**src/rtl/scrambler_frame_tx.sv**
```systemverilog
// 802.11a transmit framer: all-ones preamble, raw SIGNAL field, x^7+x^4+1 scrambled DATA field.
// Optional TX_TAIL_ZERO_EN forces the last 6 scrambled DATA bits to zero.
module scrambler_frame_tx #(
   parameter int unsigned PREAMBLE_LEN = 12,
   parameter int unsigned SIGNAL_LEN   = 24,
   parameter int unsigned DATA_LEN     = 48,
   parameter logic [6:0]  SEED         = 7'h7F
) (
   input  logic Clk,
   input  logic Reset,
   input  logic Start,
   input  logic In_data,
   input  logic In_valid,
   output logic In_ready,
   output logic Out,
   output logic Out_valid,
   output logic Busy,
   output logic Done
);

   localparam int unsigned MaxLen0 = (PREAMBLE_LEN > SIGNAL_LEN) ? PREAMBLE_LEN : SIGNAL_LEN;
   localparam int unsigned MaxLen  = (MaxLen0 > DATA_LEN) ? MaxLen0 : DATA_LEN;
   localparam int unsigned CntW    = $clog2(MaxLen + 1);

   typedef enum logic [2:0] {
      StIdle,
      StPreamble,
      StSignal,
      StData,
      StDone
   } state_t;

   state_t          state_q, state_d;
   logic [CntW-1:0] cnt_q, cnt_d;
   logic [6:0]      lfsr_q, lfsr_d;
   logic            out_q, out_d;
   logic            out_valid_q, out_valid_d;
   logic            busy_q, busy_d;
   logic            done_q, done_d;
   logic            xfer;
   logic            fb;

   assign In_ready  = (state_q == StSignal) || (state_q == StData);
   assign xfer      = In_valid & In_ready;
   assign fb        = lfsr_q[6] ^ lfsr_q[3];
   assign Out       = out_q;
   assign Out_valid = out_valid_q;
   assign Busy      = busy_q;
   assign Done      = done_q;

   always_ff @(posedge Clk) begin
      if (Reset) begin
         state_q     <= StIdle;
         cnt_q       <= '0;
         lfsr_q      <= SEED;
         out_q       <= 1'b0;
         out_valid_q <= 1'b0;
         busy_q      <= 1'b0;
         done_q      <= 1'b0;
      end else begin
         state_q     <= state_d;
         cnt_q       <= cnt_d;
         lfsr_q      <= lfsr_d;
         out_q       <= out_d;
         out_valid_q <= out_valid_d;
         busy_q      <= busy_d;
         done_q      <= done_d;
      end
   end

   always_comb begin
      state_d     = state_q;
      cnt_d       = cnt_q;
      lfsr_d      = lfsr_q;
      out_d       = 1'b0;
      out_valid_d = 1'b0;
      busy_d      = busy_q;
      done_d      = 1'b0;

      unique case (state_q)
         StIdle: begin
            if (Start) begin
               state_d = StPreamble;
               cnt_d   = '0;
               lfsr_d  = SEED;
               busy_d  = 1'b1;
            end
         end
         StPreamble: begin
            out_d       = 1'b1;
            out_valid_d = 1'b1;
            if (cnt_q == CntW'(PREAMBLE_LEN - 1)) begin
               state_d = StSignal;
               cnt_d   = '0;
            end else begin
               cnt_d = cnt_q + 1'b1;
            end
         end
         StSignal: begin
            if (xfer) begin
               out_d       = In_data;
               out_valid_d = 1'b1;
               if (cnt_q == CntW'(SIGNAL_LEN - 1)) begin
                  state_d = StData;
                  cnt_d   = '0;
               end else begin
                  cnt_d = cnt_q + 1'b1;
               end
            end
         end
         StData: begin
            if (xfer) begin
               out_d       = In_data ^ fb;
`ifdef TX_TAIL_ZERO_EN
               // Tail bits still consume input and clock the LFSR; only the output is zeroed.
               if (cnt_q >= CntW'(DATA_LEN - 6)) begin
                  out_d = 1'b0;
               end
`endif
               out_valid_d = 1'b1;
               lfsr_d      = {lfsr_q[5:0], fb};
               if (cnt_q == CntW'(DATA_LEN - 1)) begin
                  state_d = StDone;
                  cnt_d   = '0;
               end else begin
                  cnt_d = cnt_q + 1'b1;
               end
            end
         end
         StDone: begin
            busy_d  = 1'b0;
            done_d  = 1'b1;
            state_d = StIdle;
         end
         default: begin
            state_d = StIdle;
            busy_d  = 1'b0;
         end
      endcase
   end

endmodule

```
**config.mk**
```make
export PLATFORM = sky130hd
export DESIGN_NAME = scrambler_frame_tx
export DESIGN_NICKNAME = d
export VERILOG_FILES = /design/src/rtl/scrambler_frame_tx.sv
export SDC_FILE = /design/constraint.sdc
export NUM_CORES = 1
export LEC_CHECK = 0
export CELL_PAD_IN_SITES_DETAIL_PLACEMENT = 1
export CELL_PAD_IN_SITES_GLOBAL_PLACEMENT = 1
export CORE_UTILIZATION = 30
export CTS_BUF_LIST = sky130_fd_sc_hd__clkbuf_8
export DETAILED_ROUTE_END_ITERATION = 6
export PLACE_DENSITY_LB_ADDON = 0.05
export SLEW_MARGIN = 20
export SYNTH_ARGS = -nofsm -noshare
export SYNTH_HDL_FRONTEND = slang
export SYNTH_SLANG_ARGS = --single-unit
```
**constraint.sdc**
```tcl
create_clock -name Clk -period 2.45 [get_ports Clk]
set_clock_uncertainty 0.2 [all_clocks]
set_input_delay 0.49 -clock Clk [delete_from_list [all_inputs] [get_ports Clk]]
set_output_delay 0.49 -clock Clk [all_outputs]
set_load 0.05 [all_outputs]
```
# ---- Word-level counts from Yosys, hierarchy flattened
# Index checks and enable logic that the tools add are counted.
dict set report totals {
  word_cells 60
  ff_bits 20
  out_inout_bits 5
  inputBits 5
}
dict set report op_classes {
  n_mux 25
  n_reduce_logical 10
  n_bitwise 4
  n_eq_ne 13
  add_sub_neg 1
}
# cell count
set ops {}
lappend ops {{$mux 6} 6}
lappend ops {{$pmux 6 s4} 1}
lappend ops {{$mux 3} 6}
lappend ops {{$mux 7} 2}
lappend ops {{$pmux 7 s2} 1}
lappend ops {{$pmux 3 s4} 1}
lappend ops {{$ne 2x2->1 const B} 4}
lappend ops {{$add 6x1->6 const B} 1}
lappend ops {{$eq 3x2->1 const B} 2}
lappend ops {{$eq 6x4->1 const B} 1}
lappend ops {{$eq 6x5->1 const B} 1}
lappend ops {{$eq 6x6->1 const B} 1}
lappend ops {{$reduce_and 6->1} 1}
lappend ops {{$mux 1} 5}
lappend ops {{$ne 2x1->1 const B} 2}
lappend ops {{$pmux 1 s2} 2}
lappend ops {{$reduce_and 4->1} 1}
lappend ops {{$reduce_bool 4->1} 1}
lappend ops {{$eq 3x1->1 const B} 1}
lappend ops {{$eq 3x3->1 const B} 1}
lappend ops {{$logic_not 3->1} 1}
lappend ops {{$pmux 1 s3} 1}
lappend ops {{$reduce_and 3->1} 1}
lappend ops {{$reduce_or 3->1} 1}
lappend ops {{other kinds (7)} 8}

# ---- Logic depth before layout (Yosys ltp)
# Gate-level depths: netlist of the first run.
dict set report logic_depth {
  depth_word 5
  depth_mapped 6
  mapped_depth_nobuf 5
}

# ---- Worst setup path after synthesis of the first run
# OpenSTA, ideal clock, no wires.
dict set report synth_path {
  path_kind {register -> register}
  startpoint {register state_q[1]}
  endpoint {register out_q (netlist: Out)}
  required_time_ps 2135
  arrival_ps 2033
  path_stages_with_launch 7
  path_buffers 1
  setup_ps 115
  slack_ps 102
  synth_period_minus_slack_ps 2348
  path_cell_list {dfxtp_1 buf_2 nor2b_1 nand2_1 nor2_1 xor2_1 o21a_1}
}
dict set report synth_via {
  elab_chain_len 5
  word_cells_on_any_way 8
  classes_between {eq/ne: 3; mux: 3; bitwise: 1; reduce/logical: 1}
}
# item line
set synth_lines {}
lappend synth_lines {{start: declaration} 33} ;# state_t state_q, state_d;
lappend synth_lines {{start signal: assignment} 53} ;# state_q <= StIdle;
lappend synth_lines {{start signal: assignment} 61} ;# state_q <= state_d;
lappend synth_lines {{$eq 3x2->1} 43} ;# assign In_ready = (state_q == StSignal) || (state_q == StData);
lappend synth_lines {{$logic_or 1x1->1 (*)} 43}
lappend synth_lines {{named net In_ready} 14} ;# output logic In_ready,
lappend synth_lines {{$and 1x1->1 (*)} 44} ;# assign xfer = In_valid & In_ready;
lappend synth_lines {{$mux 1, on equally long branches} {112, 100}}
lappend synth_lines {{$pmux 1 s3 (*)} 80} ;# unique case (state_q)
lappend synth_lines {{end signal: assignment} 64} ;# out_q <= out_d;
lappend synth_lines {{end: declaration} 36} ;# logic out_q, out_d;
# Mark *: on every way through the listed nets, which the timed path passes. The rest lies on a longest branch.
# A chain may end at the register's enable or synchronous reset.

# ---- Worst setup path after layout of the first run
dict set report layout_path {
  startpoint {input In_valid}
  endpoint {register cnt_q[5]}
}
dict set report layout_via {
  elab_chain_len 3
  word_cells_on_any_way 4
  classes_between {eq/ne: 2; bitwise: 1; reduce/logical: 1}
}
# item line
set layout_lines {}
lappend layout_lines {{start: declaration} 13} ;# input logic In_valid,
lappend layout_lines {{$and 1x1->1 (*)} 44}
lappend layout_lines {{$ne 2x2->1 (no line)} --}
lappend layout_lines {{$reduce_and 4->1 (no line) (*)} --}
lappend layout_lines {{end signal: assignment} 62} ;# cnt_q <= cnt_d;
lappend layout_lines {{end: declaration} 34} ;# logic [CntW-1:0] cnt_q, cnt_d;
# Mark *: on every way between the ends. The rest lies on a longest branch, timed or not.

==> metrics.txt, run 1 <==
run status=finished, final reports clean; RD Place Congestion=0.732; drt drc=0; Setup crit end kind=flip-flop; Hold WC Path Type=reg -> reg; DIE AREA=approximately 3600 sq um; cts hold-fix bufs=0; worst slack at placement=0.0231 ns; Vias=865; Area contributors post-synth=dfxtp_1, nor3_1, nor2_1, o21bai_1, nand2_1; layout cell share with drive strength beyond 1=16.2%; Nets=137; Worst VDD drop=0.292 mV; HPWL Detailed=between 1500 and 2000 microns; Final WS setup=0.303 ns; vias in the first global route=approximately 830; Clock Latency Late Sink=0.26 ns; Req. time, crit path=2.44 ns; register area share after synthesis=roughly two fifths; critical path class=in -> reg; # H-tree levels=1; clk buf depth=2; CTS Root Buffer Type=clkbuf_8; critical-path maximum fanout=4; Rows=20; Reg clk slew, reported paths=0.08 ns; Routed Antenna Nets=0; GRT overflow=0; top-area cell type share of the netlist area=40.0%; via/cell ratio=4.97; Initial Util=32.3%; WL/cell=13.7 microns; drt total wl=~2400 microns; initial DRC count=28; fin util=39.9%; Port Buf Inserts=9; fmax=466 MHz; count of cell types in the netlist=39; Net Count, Synth=around 120; crit start category=input pin; worst-margin pin slew=0.490 ns; syn_area_per_cell=8.56 sq um; slew margin rel.=67.2%; CTS tree=built; max-slew violation count=0; Syn Std Cell Area=1000 sq um; GRT Total Usage=between 10% and 20%; final cycle utilization of the critical path=87.6%; number of diodes=0; number of clock sinks=20; Synth Register Bits=20; TNS Setup=0 ns; core area=roughly 3100 sq um; leakage=0.449 nW; Boundary Pins=10; post-CTS setup buffers=0; cts repair resizes=0; # setup viols final=0; Syn. warnings=0; RSZ-0062 raised after global routing=no; largest net degree at the start of global routing=13; Post-Synthesis Cells=117; Yosys top cell by area=dfxtp_1; drt pass-1 iters=3; fill count=392; Die Y-Extent=~60 microns; Final Critical Period=approximately 2.1 ns; first-pass GRT wire length=3940 microns; Worst Path Arrival=2.14 ns; clock buffer count from CTS=3; initial antenna violation count=0; Die W=around 60 microns; cell area power density=749 nW/um^2; final hold viol count=0; # Max-Cap Violations=0; Area Growth Syn to Fin=23.6%
[final cells by class]
type                       count  area, sq um  area share, %
clock inverter                 1         30.0           2.43
multi-input combinational     89          562           45.4
sequential                    20          400           32.4
inverter                       3         11.3          0.910
clock buffer                   3         41.3           3.34
tap                           44         55.1           4.45
timing repair buffer          14          138           11.1
[where the power goes]
part	internal [mW]	switching, mW
registers	0.343	0.0289
clock network	0.218	0.114
logic	0.0977	0.124
total	0.659	0.268
[cells in the mapped netlist]
cell type,count
o21ai_0,5
a21bo_1,1
or3b_2,1
inv_1,3
or2b_1,1
a21oi_1,5
xor2_1,2
and4b_2,1
nor4b_1,2
clkbuf_1,3
a311oi_1,1
buf_6,1
xnor2_1,1
a211oi_1,3
a21o_1,1
ha_1,1
a21o_2,1
mux2_2,1
nor2b_1,2
dfxtp_1,20
nand4_1,2
nand2_2,1
o21bai_1,6
nor3_1,10
a21oi_2,2
o21bai_4,1
buf_2,1
nand3_1,6
o21ba_2,1
and2_2,1
a31oi_1,2
a21o_4,1
o21a_1,1
o211ai_1,1
or4_1,1
nand2_1,10
nand2b_1,1
or4b_1,1
nor2_1,12
[metal layers]
metal	vias to the layer above	track usage [%]	share of wire (%)
met4	0	3.99	0.76
met5	-	0	0
met2	7	25.4	48
li1	445	-	-
met1	411	18.6	49
met3	2	3.90	2.3
[sequential cells by signal, summed over array words and instances (netlist names)]
signal	count
cnt_q	6
Out	1
Out_valid	1
lfsr_q	7
state_q	3
Busy	1
Done	1
[metrics by stage]
stage / instance area, sq um / total power [mW] / instances / hold WS [ns]
after CTS: 1240 / 0.946 / 174 / 0.284
after global placement: 1170 / 0.601 / 170 / 0.262
after global routing: 1240 / 0.974 / 174 / 0.291
after detailed placement: 1170 / 0.606 / 170 / 0.272
final: 1240 / 0.927 / 174 / 0.276
after floorplan: 1000 / 0.540 / 117 / 0.254
[placed cells by master (no fill, tap or decap), types with 2 or more instances in the layout]
cell,Yosys,final
clkbuf_8,0,3
a211oi_1,3,3
nor2_1,12,12
o21bai_1,6,6
o21ai_0,5,5
clkdlybuf4s50_1,0,8
nor3_1,10,10
a31oi_1,2,2
nand2_1,10,10
buf_4,0,5
inv_1,3,3
nor4b_1,2,2
dfxtp_1,20,20
a21oi_2,2,2
a21oi_1,5,5
nand4_1,2,2
xor2_1,2,2
nand3_1,6,6
nor2b_1,2,2
[worst paths after layout]
| check | from | end | slack [ns] | depth (start not counted) |
|---|---|---|---|---|
| max | In_valid | cnt_q[5] | 0.30 | 6 |
| min | Busy | Busy | 0.28 | 2 |
| max reg2reg | state_q[0] | state_q[0] | 0.36 | 5 |
| min reg2reg | Busy | Busy | 0.28 | 2 |
[worst max-delay path: stages]
cell and delay [ns]:
clkdlybuf4s50_1 0.53, nand2_2 0.10, a21o_4 0.22, or4_1 0.50, a21bo_1 0.19, a21oi_2 0.12
[logic make-up (layout without fill, tap and decap cells)]
group | after synthesis | count (layout) | share of synthesized area [%]
compound gates | 32 | 32 | 24.1
simple gates | 52 | 52 | 27.0
fa+ha+maj | 1 | 1 | 1.25
xor+xnor | 3 | 3 | 2.63
flops | 20 | 20 | 40.0
buf+inv | 8 | 21 | 3.87
mux | 1 | 1 | 1.12
Power figures use the tool's default switching activity.
==> run 2, diff against run 1 <==
- CAP_MARGIN: not set -> 20
==> results of run 2 <==
No change in the layout: final DEF, timing and power equal those of run 1.
==> run 3, diff against run 2 <==
- CTS_CLUSTER_DIAMETER: not set -> 40
- MAX_ROUTING_LAYER: not set -> met4
- TNS_END_PERCENT: not set -> 50
==> metrics.txt, run 3 (synthesis results as in run 1) <==
run status=finished, final reports clean; Min-Delay Endpoint=Busy; max-slew violation count=0; Setup crit end kind=flip-flop; Initial Util=32.3%; layout cell share with drive strength beyond 1=16.2%; RR Startpoint=state_q[0]; final hold viol count=0; Vias=about 860; register area=400 sq um; GRT Total Usage=15.4%; fmax=466 MHz; drt pass-1 iters=3; number of clock sinks=20; Req. time, crit path=2.44 ns; fill count=392; R2R setup slack=0.36 ns; leakage=0.449 nW; cts hold-fix bufs=0; CTS tree=built; Hold WC Path Type=reg -> reg; core area=around 3100 sq um; worst slack at placement=0.0231 ns; met2 GRT Util=25.4%; first-pass GRT wire length=3940 microns; Gate power share=23.9%; number of flip-flops under the largest register name=7; commonest non-fill, non-tap cell in the layout=dfxtp_1; worst flop-to-flop path endpoint=state_q[0]; crit start category=input pin; part of the power in registers=40.2%; HPWL Detailed=1760 microns; GR Util met3=3.90%; RSZ-0062 raised after global routing=no; final cycle utilization of the critical path=87.6%; DIE AREA=3570 sq um; initial DRC count=16; clock buffer count from CTS=3; WL/cell=between 10 and 15 microns; vias in the first global route=834; initial antenna violation count=0; Routed Antenna Nets=0; number of diodes=0; Biggest register=lfsr_q; Final Critical Period=~2.1 ns; worst-path cell chain=clkdlybuf4s50_1, nand2_2, a21o_4, or4_1, a21bo_1, a21oi_2; hold_ws=0.276 ns; worst-margin pin slew=0.490 ns; # Max-Cap Violations=0; Internal=roughly 0.66 mW; worst hold start=Busy; # H-tree levels=1; Sw Ratio=roughly 29%; GRT overflow=0; Reg clk slew, reported paths=0.08 ns; Rows=20; RD Place Congestion=about 0.74; Die Y-Extent=59.8 microns; cell area power density=around 750 nW/um^2; Worst Path Arrival=2.14 ns; Boundary Pins=10; drt total wl=2380 microns; # setup viols final=0; Area Growth Syn to Fin=23.6%; worst hold stages=2; critical path class=in -> reg; CTS Root Buffer Type=clkbuf_8; Psw=0.268 mW; Final WS setup=approximately 0.30 ns; Port Buf Inserts=9; area of the multi-input gates=562 sq um; WP buf/inv=1; Nets=137; CP max-delay cell=clkdlybuf4s50_1; drt drc=0; crit-path leading delay family=simple AND/OR/NAND/NOR gates; slew margin rel.=67.2%; Die W=59.8 microns; via/cell ratio=4.97; largest net degree at the start of global routing=13; clk buf depth=2; cts repair resizes=0; TNS Setup=0 ns; met1 GRT Util=18.6%; max incr delay on CP=around 0.53 ns; post-CTS setup buffers=0; Regs by FF count=lfsr_q: 7 flops, cnt_q: 6 flops, state_q: 3 flops; Worst VDD drop=between 0.2 and 0.3 mV; reg2reg path depth=5; Power, Total=0.927 mW; commonest non-fill, non-tap cells in the layout=dfxtp_1, nor2_1, nand2_1, nor3_1, clkdlybuf4s50_1; Clock Latency Late Sink=0.26 ns; clock share of power=35.9%; gr busiest metal=met2; critical-path maximum fanout=4
==> run 3: cell counts in the layout (fill, tap and decap cells not counted) <==
Identical to the previous run, type by type.
==> run 3: layout make-up <==
cell class | count | area share, %
timing repair buffer | 14 | 11.1
sequential | 20 | 32.4
clock buffer | 3 | 3.34
inverter | 3 | 0.910
multi-input combinational | 89 | 45.4
tap | 44 | 4.45
clock inverter | 1 | 2.43
==> run 3: worst max path at each step <==
stage,start,to,slack [ns],cells past startpoint
after global routing,state_q[0],state_q[0],0.21,5
after detailed placement,Start,lfsr_q[2],0.02,5
after floorplan,state_q[1],Out,0.10,6
final,In_valid,cnt_q[5],0.30,6
after CTS,In_valid,cnt_q[5],0.31,6
after global placement,Start,lfsr_q[2],0.03,5
==> run 3: through the flow <==
step | util (%) | cells | instance area (sq um)
4_1_cts | 39.9 | 174 | 1240
6_report | 39.9 | 174 | 1240
5_1_grt | 39.9 | 174 | 1240
3_5_place_dp | 37.6 | 170 | 1170
2_1_floorplan | - | 117 | 1000
3_3_place_gp | 37.6 | 170 | 1170
==> run 3: routing by layer <==
metal	wire length, microns	vias to the layer above
li1	-	445
met1	1180	410
met2	1130	7
met3	56	2
met4	15	0
met5	0	-
==> run 3: power groups by stage <==
stage	Combinational, mW	Sequential [mW]	Clock, mW
final	0.222	0.372	0.333
after global routing	0.242	0.375	0.357
after CTS	0.226	0.373	0.346
after detailed placement	0.226	0.380	0
after global placement	0.221	0.380	0
after floorplan	0.150	0.390	0
==> run 3: worst reg2reg max path: stages (launching register included) <==
cell and delay [ns]:
dfxtp_1 0.61, and4b_2 0.28, o211ai_1 0.10, a21o_2 0.30, o21ba_2 0.23, mux2_2 0.26
